$ cat src/rtl/multicycle_alu.sv
// multicycle_alu: base integer ALU plus an optional iterative multiply/divide
// unit, compiled in when the MULDIV_EN macro is defined; one operation in flight.
module multicycle_alu #(
  parameter int WIDTH = 32
) (
  input  logic             clk,
  input  logic             rst_n,
  input  logic             start,
  input  logic             abort,
  input  logic             m_ext,
  input  logic [3:0]       alu_control,
  input  logic [WIDTH-1:0] operand1,
  input  logic [WIDTH-1:0] operand2,
  output logic             busy,
  output logic             valid,
  output logic [WIDTH-1:0] result,
  output logic             zero
);

  localparam int SHW = $clog2(WIDTH);
  localparam logic [WIDTH-1:0] MOST_NEG = {1'b1, {(WIDTH-1){1'b0}}};

  // Handshake: start is taken only on an edge where state is IDLE (busy=0);
  // valid is a single-cycle pulse in DONE with no back-pressure, and result/zero
  // hold their value until the next valid.
  typedef enum logic [1:0] {
    IDLE = 2'd0,
    CALC = 2'd1,
    FIX  = 2'd2,
    DONE = 2'd3
  } state_e;

  state_e state;

  logic             quick;
  logic [WIDTH-1:0] quick_result;

  function automatic logic [WIDTH-1:0] base_op(input logic [3:0]       ctl,
                                               input logic [WIDTH-1:0] a,
                                               input logic [WIDTH-1:0] b);
    logic [SHW-1:0] sh;
    sh = b[SHW-1:0];
    case (ctl)
      4'b0000: base_op = a + b;
      4'b1000: base_op = a - b;
      4'b0001: base_op = a << sh;
      4'b0010: base_op = WIDTH'($signed(a) < $signed(b));
      4'b0011: base_op = WIDTH'(a < b);
      4'b0100: base_op = a ^ b;
      4'b0101: base_op = a >> sh;
      4'b1101: base_op = $signed(a) >>> sh;
      4'b0110: base_op = a | b;
      4'b0111: base_op = a & b;
      default: base_op = '0;
    endcase
  endfunction

`ifdef MULDIV_EN
  // hi/lo form the product {hi,lo} when multiplying, and remainder/quotient
  // when dividing; opb is the multiplicand or divisor magnitude.
  logic [WIDTH-1:0] hi, lo, opb;
  logic [2:0]       op_ctl;
  logic             neg_main, neg_rem;
  logic [SHW-1:0]   cnt;

  logic             a_signed, b_signed, a_neg, b_neg;
  logic [WIDTH-1:0] mag1, mag2;
  logic             div_by_zero, signed_ovf;
  logic [WIDTH:0]   mul_sum, div_shift, div_trial;
  logic [WIDTH-1:0] hi_next, lo_next, fix_result, prod_hi_neg;

  always_comb begin
    a_signed    = alu_control[2] ? !alu_control[0]
                                 : (alu_control[1:0] == 2'b01 || alu_control[1:0] == 2'b10);
    b_signed    = alu_control[2] ? !alu_control[0] : (alu_control[1:0] == 2'b01);
    a_neg       = a_signed && operand1[WIDTH-1];
    b_neg       = b_signed && operand2[WIDTH-1];
    mag1        = a_neg ? -operand1 : operand1;
    mag2        = b_neg ? -operand2 : operand2;
    div_by_zero = alu_control[2] && (operand2 == '0);
    signed_ovf  = alu_control[2] && !alu_control[0] &&
                  (operand1 == MOST_NEG) && (operand2 == '1);
  end

  // One iteration: shift-add multiply step or restoring divide step.
  always_comb begin
    mul_sum   = {1'b0, hi} + (lo[0] ? {1'b0, opb} : '0);
    div_shift = {hi, lo[WIDTH-1]};
    div_trial = div_shift - {1'b0, opb};
    if (!op_ctl[2]) begin
      hi_next = mul_sum[WIDTH:1];
      lo_next = {mul_sum[0], lo[WIDTH-1:1]};
    end else if (!div_trial[WIDTH]) begin
      hi_next = div_trial[WIDTH-1:0];
      lo_next = {lo[WIDTH-2:0], 1'b1};
    end else begin
      hi_next = div_shift[WIDTH-1:0];
      lo_next = {lo[WIDTH-2:0], 1'b0};
    end
  end

  // High word of -{hi,lo}: a carry reaches hi only when lo is all zeros.
  always_comb begin
    prod_hi_neg = ~hi + WIDTH'(lo == '0);
    case (op_ctl)
      3'b000:                 fix_result = lo;
      3'b001, 3'b010, 3'b011: fix_result = neg_main ? prod_hi_neg : hi;
      3'b100, 3'b101:         fix_result = neg_main ? -lo : lo;
      default:                fix_result = neg_rem ? -hi : hi;
    endcase
  end
`endif

  // Ops that finish straight from IDLE, and their result.
  always_comb begin
    quick        = 1'b1;
    quick_result = base_op(alu_control, operand1, operand2);
    if (m_ext) begin
`ifdef MULDIV_EN
      quick = div_by_zero || signed_ovf;
      if (div_by_zero) begin
        quick_result = alu_control[1] ? operand1 : '1;
      end else if (signed_ovf) begin
        quick_result = alu_control[1] ? '0 : operand1;
      end else begin
        quick_result = '0;
      end
`else
      quick_result = '0;
`endif
    end
  end

  always_ff @(posedge clk or negedge rst_n) begin
    if (!rst_n) begin
      state  <= IDLE;
      busy   <= 1'b0;
      valid  <= 1'b0;
      result <= '0;
      zero   <= 1'b1;
`ifdef MULDIV_EN
      hi       <= '0;
      lo       <= '0;
      opb      <= '0;
      op_ctl   <= '0;
      neg_main <= 1'b0;
      neg_rem  <= 1'b0;
      cnt      <= '0;
`endif
    end else begin
      valid <= 1'b0;
      if (abort && (state == CALC || state == FIX)) begin
        state <= IDLE;
        busy  <= 1'b0;
      end else begin
        case (state)
          IDLE: begin
            if (start) begin
              busy <= 1'b1;
              if (quick) begin
                state  <= DONE;
                valid  <= 1'b1;
                result <= quick_result;
                zero   <= (quick_result == '0);
              end
`ifdef MULDIV_EN
              else begin
                state    <= CALC;
                op_ctl   <= alu_control[2:0];
                hi       <= '0;
                lo       <= mag1;
                opb      <= mag2;
                neg_main <= a_neg ^ b_neg;
                neg_rem  <= a_neg;
                cnt      <= '0;
              end
`endif
            end
          end
`ifdef MULDIV_EN
          CALC: begin
            hi  <= hi_next;
            lo  <= lo_next;
            cnt <= cnt + SHW'(1);
            if (cnt == '1) begin
              state <= FIX;
            end
          end
          FIX: begin
            state  <= DONE;
            valid  <= 1'b1;
            result <= fix_result;
            zero   <= (fix_result == '0);
          end
`endif
          DONE: begin
            state <= IDLE;
            busy  <= 1'b0;
          end
          default: begin
            state <= IDLE;
            busy  <= 1'b0;
          end
        endcase
      end
    end
  end

endmodule

$ cat config.mk
export PLATFORM = sky130hd
export DESIGN_NAME = multicycle_alu
export DESIGN_NICKNAME = d
export VERILOG_FILES = /design/src/rtl/multicycle_alu.sv
export SDC_FILE = /design/constraint.sdc
export NUM_CORES = 1
export LEC_CHECK = 0
export CELL_PAD_IN_SITES_DETAIL_PLACEMENT = 1
export CELL_PAD_IN_SITES_GLOBAL_PLACEMENT = 1
export CORE_MARGIN = 1.5
export CORE_UTILIZATION = 44
export CTS_CLUSTER_DIAMETER = 60
export DETAILED_ROUTE_END_ITERATION = 7
export MAX_ROUTING_LAYER = met4
export PLACE_DENSITY_LB_ADDON = 0.1
export SYNTH_ARGS = -nofsm -noshare
export SYNTH_HDL_FRONTEND = slang
export SYNTH_SLANG_ARGS = --single-unit
$ cat constraint.sdc
create_clock -name clk -period 2.1 [get_ports clk]
set_clock_uncertainty 0.1 [all_clocks]
set_input_delay 0.525 -clock clk [delete_from_list [all_inputs] [get_ports clk]]
set_output_delay 0.525 -clock clk [all_outputs]
set_load 0.03 [all_outputs]
==> flow_summary.yaml, run 1 <==
run_status:
  status: "stopped before the end"
  lastStage: "4_1_cts"
  tool.error: "[ERROR DPL-0033] detailed placement checks failed during check placement."
synth:
  synth.area.top_cells: "ha_1 11%, mux4_2 9.9%, dfrtp_1 7.6%, nand2_1 6.0%, a21oi_1 5.5%"
  synth_warnings: 0
  synth.cell_area_mm2: 0.0112
  synth-async-reset-ratio_pct: 100
  ys.flop_type: "dfrtp_1"
  ys_seq_elements: 35
  ys_top_cells_by_count: "180 x nand2_1, 132 x nor2_1, 122 x a21oi_1"
  synth.avg_cell_area_um2: 7.20
  ys_seq_area_share_pct: 7.84
  synth_top_area_cell: "ha_1"
  ys_types: 96
  synth_most_common_cell: "nand2_1"
  synth_top_area_share_pct: 11.2
  syn_inst: 1554
  synth_nets: 1729
  synth-edff-count: 0
cts:
  cts_setup_buffers: 146
  cts-hold-fix-buffers: 0
  cts-buffers-inserted: 5
  cts.sinks: 35
  cts_max_level: 2
  cts_root_buffer: "clkbuf_16"
  cts_resized: 774
  cts_max_path_buffers: 2
place:
  dpl-instance-area_mm2: 0.0173
  port-buffer-count: 106
  gp_congestion: 1.14
  dpl.hpwl_um: 66300
die:
  die_w_um: 162
  die_y_um: 162
  initial_core_util_pct: 44.7
  io_pins: 108
  placementRows: 58
-- metrics by stage --
step | setup slack [ns] | util (%) | cells | TNS, ns | hold WS [ns]
detailed placement | -2.78 | 69.0 | 2504 | -64.82 | 0.382
global placement | -2.44 | 69.0 | 2504 | -56.10 | 0.357
floorplan | -1.65 | - | 1554 | -25.60 | 0.129
-- logic make-up after synthesis --
kind of cell	synth area share (%)
AO/OA/AOI/OAI	30.6
XOR/XNOR	1.25
adder cells (fa/ha/maj)	11.5
buffers and inverters	8.42
flip-flops	7.84
multiplexers	17.9
AND/OR/NAND/NOR	22.4
==> run 2: changes to the inputs <==
CELL_PAD_IN_SITES_DETAIL_PLACEMENT = not set   (was 1)
CELL_PAD_IN_SITES_GLOBAL_PLACEMENT = not set   (was 1)
CORE_UTILIZATION = 35   (was 44)
CTS_CLUSTER_DIAMETER = not set   (was 60)
MAX_ROUTING_LAYER = not set   (was met4)
PLACE_DENSITY_LB_ADDON = 0.15   (was 0.1)
==> flow_summary.yaml, run 2 <==
run_status:
  status: "complete, but fails checks"
  violations: "setup timing"
cts:
  cts_max_level: 2
  cts-hold-fix-buffers: 0
  cts_max_path_buffers: 2
  cts_tree: "done"
  clkTransAtPathRegs_ns: 0.05
  cts-buffers-inserted: 5
  cts_root_buffer: "clkbuf_16"
  cts.sinks: 35
  insertion_delay_ns: 0.28
cells_and_area:
  syn_to_final_growth_pct: 86.8
  final_common_cell: "buf_4"
  drive_above_1_share_pct: 53.4
  largest_register_ffs: 32
  nets: 2486
  final_cell_mix: "655 x buf_4, 166 x nand2_1, 121 x nor2_1"
  regMostFlops: "result"
  diodes: 0
  stdcell_count: 2713
  final_area_mm2: 0.0209
die:
  die_w_um: 182
  placementRows: 65
  die_area_mm2: 0.0331
  io_pins: 108
  die_y_um: 182
  initial_core_util_pct: 35.6
  fp.coreArea_mm2: 0.0315
place:
  gp_congestion: 1.05
  dpl-instance-area_mm2: 0.0173
  port-buffer-count: 106
  dp.cells: 2567
  dpl.hpwl_um: 52600
synth:
  synth_top_area_cell: "ha_1"
  ys_top_cells_by_count: "180 x nand2_1, 132 x nor2_1, 122 x a21oi_1"
  syn_inst: 1554
  synth-async-reset-ratio_pct: 100
  synth_nets: 1729
  ys_seq_area_share_pct: 7.84
  synth.avg_cell_area_um2: 7.20
  ys.flop_type: "dfrtp_1"
  synth_top_area_share_pct: 11.2
  synth_most_common_cell: "nand2_1"
  synth-edff-count: 0
  synth_warnings: 0
  ys_seq_elements: 35
  synth.cell_area_mm2: 0.0112
  synth.area.top_cells: "ha_1 11%, mux4_2 9.9%, dfrtp_1 7.6%, nand2_1 6.0%, a21oi_1 5.5%"
  ys_types: 96
route:
  route.detailed.wl_per_inst_um: 24.6
  drtPass1Iterations: 5
  avgViaCountPerCell: 6.04
  ant_nets: 0
  drt-initial-drc-count: 1656
  dr_total_vias: 16400
  routed_wl_um: 66600
  drcViolationCount: 0
sta:
  worstMarginPinSlew_ns: 0.757
  rsz0062_at_grt: "true"
  drv_slew: 0
  hold_violations: 0
  max_slew_margin_pct: 49.5
  setup_ws_ns: -1.78
  post-route-period-util_pct: 185
  finalSetupViolCount: 33
  min_period_ns: 3.88
  fmax_ghz: 0.258
worst_setup_path:
  worst-path-buf-inv: 3
  critPathSlowestCell: "a311o_1"
  path_class: "in -> reg"
  timing.rr.end: "zero$_DFFE_PN1P_"
  r2r_slack_ns: 0.21
  cp-start-kind: "primary input"
  path_cells: "buf_12 > ha_4 > fa_2 > a21oi_4 > o211ai_1 > buf_4 > a311o_1 > a211o_1 > a221o_1 > buf_6 > xnor2_2 > a32o_2 > o31ai_4 > nand4b_1 > o31ai_2"
  critical_path.top_delay_family: "compound AO/OA/AOI/OAI gates"
  max_stage_delay_ns: 0.39
  rr_startpoint: "state[0]$_DFFE_PN0P_"
  worst-r2r-cell-count: 8
  path_max_fanout: 8
  critPathCaptureType: "register"
  worstPathRequired_ns: 2.20
  crit_arrival_ns: 3.97
global_routing:
  grt_pass1_wl_um: 97500
  grt_overflow: 0
  grt_max_degree: 44
  track_usage_pct: 38.8
  grt_pass1_vias: 15700
  antenna_found_initial: 1
power_and_ir_drop:
  ir_worst_vdd_mv: 0.400
  powerDensity_mw_per_mm2: 349
  p_leak_nw: 9.32
run:
  drv_cap: 0
worst_hold_path:
  hold_path_class: "in -> async"
run 2: worst max-delay path by stage:
stage / end / cells after the start / from / slack [ns]
detailed placement: zero$_DFFE_PN1P_ / 16 / operand1[8] / -2.58
floorplan: zero$_DFFE_PN1P_ / 16 / operand2[2] / -1.65
global placement: zero$_DFFE_PN1P_ / 16 / operand1[6] / -2.66
finish: zero$_DFFE_PN1P_ / 15 / operand2[0] / -1.78
global route: zero$_DFFE_PN1P_ / 18 / operand2[0] / -1.87
CTS: zero$_DFFE_PN1P_ / 15 / operand2[0] / -1.73
run 2: through the flow:
step                worst slack [ns]  hold slack (ns)  utilization, %  power [mW]  setup TNS [ns]
floorplan                      -1.65            0.129               -        2.93          -25.60
global placement               -2.66            0.357            55.1        5.31          -57.66
detailed placement             -2.58            0.362            55.1        5.32          -58.30
CTS                            -1.73            0.237            63.6        6.84          -32.54
global route                   -1.87            0.293            66.4        7.57          -36.58
finish                         -1.78            0.213            66.4        7.29          -34.47
run 2: repair_timing:
action | 4_1_cts | 5_1_grt
setup endpoints to repair | 33 | 34
pin swaps | 127 | 108
buffers inserted | 104 | 45
resized for setup | 551 | 171
gates cloned | 3 | 1
run 2: worst register-to-register path: stages, from the launching register on:
cell and delay (ns):
dfrtp_1 0.37, nand2b_1 0.20, clkinv_1 0.10, and4b_1 0.19
nand4_1 0.14, nor4_1 0.25, buf_4 0.16, nand4b_1 0.11
o31ai_2 0.19
run 2: where the power goes:
part	total, mW	internal [mW]	switching, mW	leakage [nW]
sequential	0.765	0.735	0.0305	0.471
combinational	5.79	2.83	2.96	8.78
clock	0.732	0.463	0.269	0.0727
total	7.29	4.03	3.25	9.32
run 2: final cells by class:
cell class              instances  area, µm²
clock buffers                   6        139
flip-flops and latches         35        877
inverters                     104        455
repair buffers                872       7450
well taps                     402        503
fillers                      2747      10600
multi-input cells            1293      11500
clock inverters                 1       5.00
run 2: logic make-up after synthesis:
family | Yosys count | share of synthesized area [%]
AO/OA/AOI/OAI | 506 | 30.6
multiplexers | 135 | 17.9
AND/OR/NAND/NOR | 534 | 22.4
adder cells (fa/ha/maj) | 102 | 11.5
buffers and inverters | 226 | 8.42
XOR/XNOR | 16 | 1.25
flip-flops | 35 | 7.84
run 2: metal layers:
metal / vias up / wire length [µm] / track usage (%)
met4: 2 / 2830 / 13.7
met1: 7945 / 28000 / 53.0
met5: - / 13 / 0
li1: 7328 / - / -
met2: 939 / 30200 / 63.1
met3: 175 / 5570 / 4.21
Power figures use the tool's default switching activity.
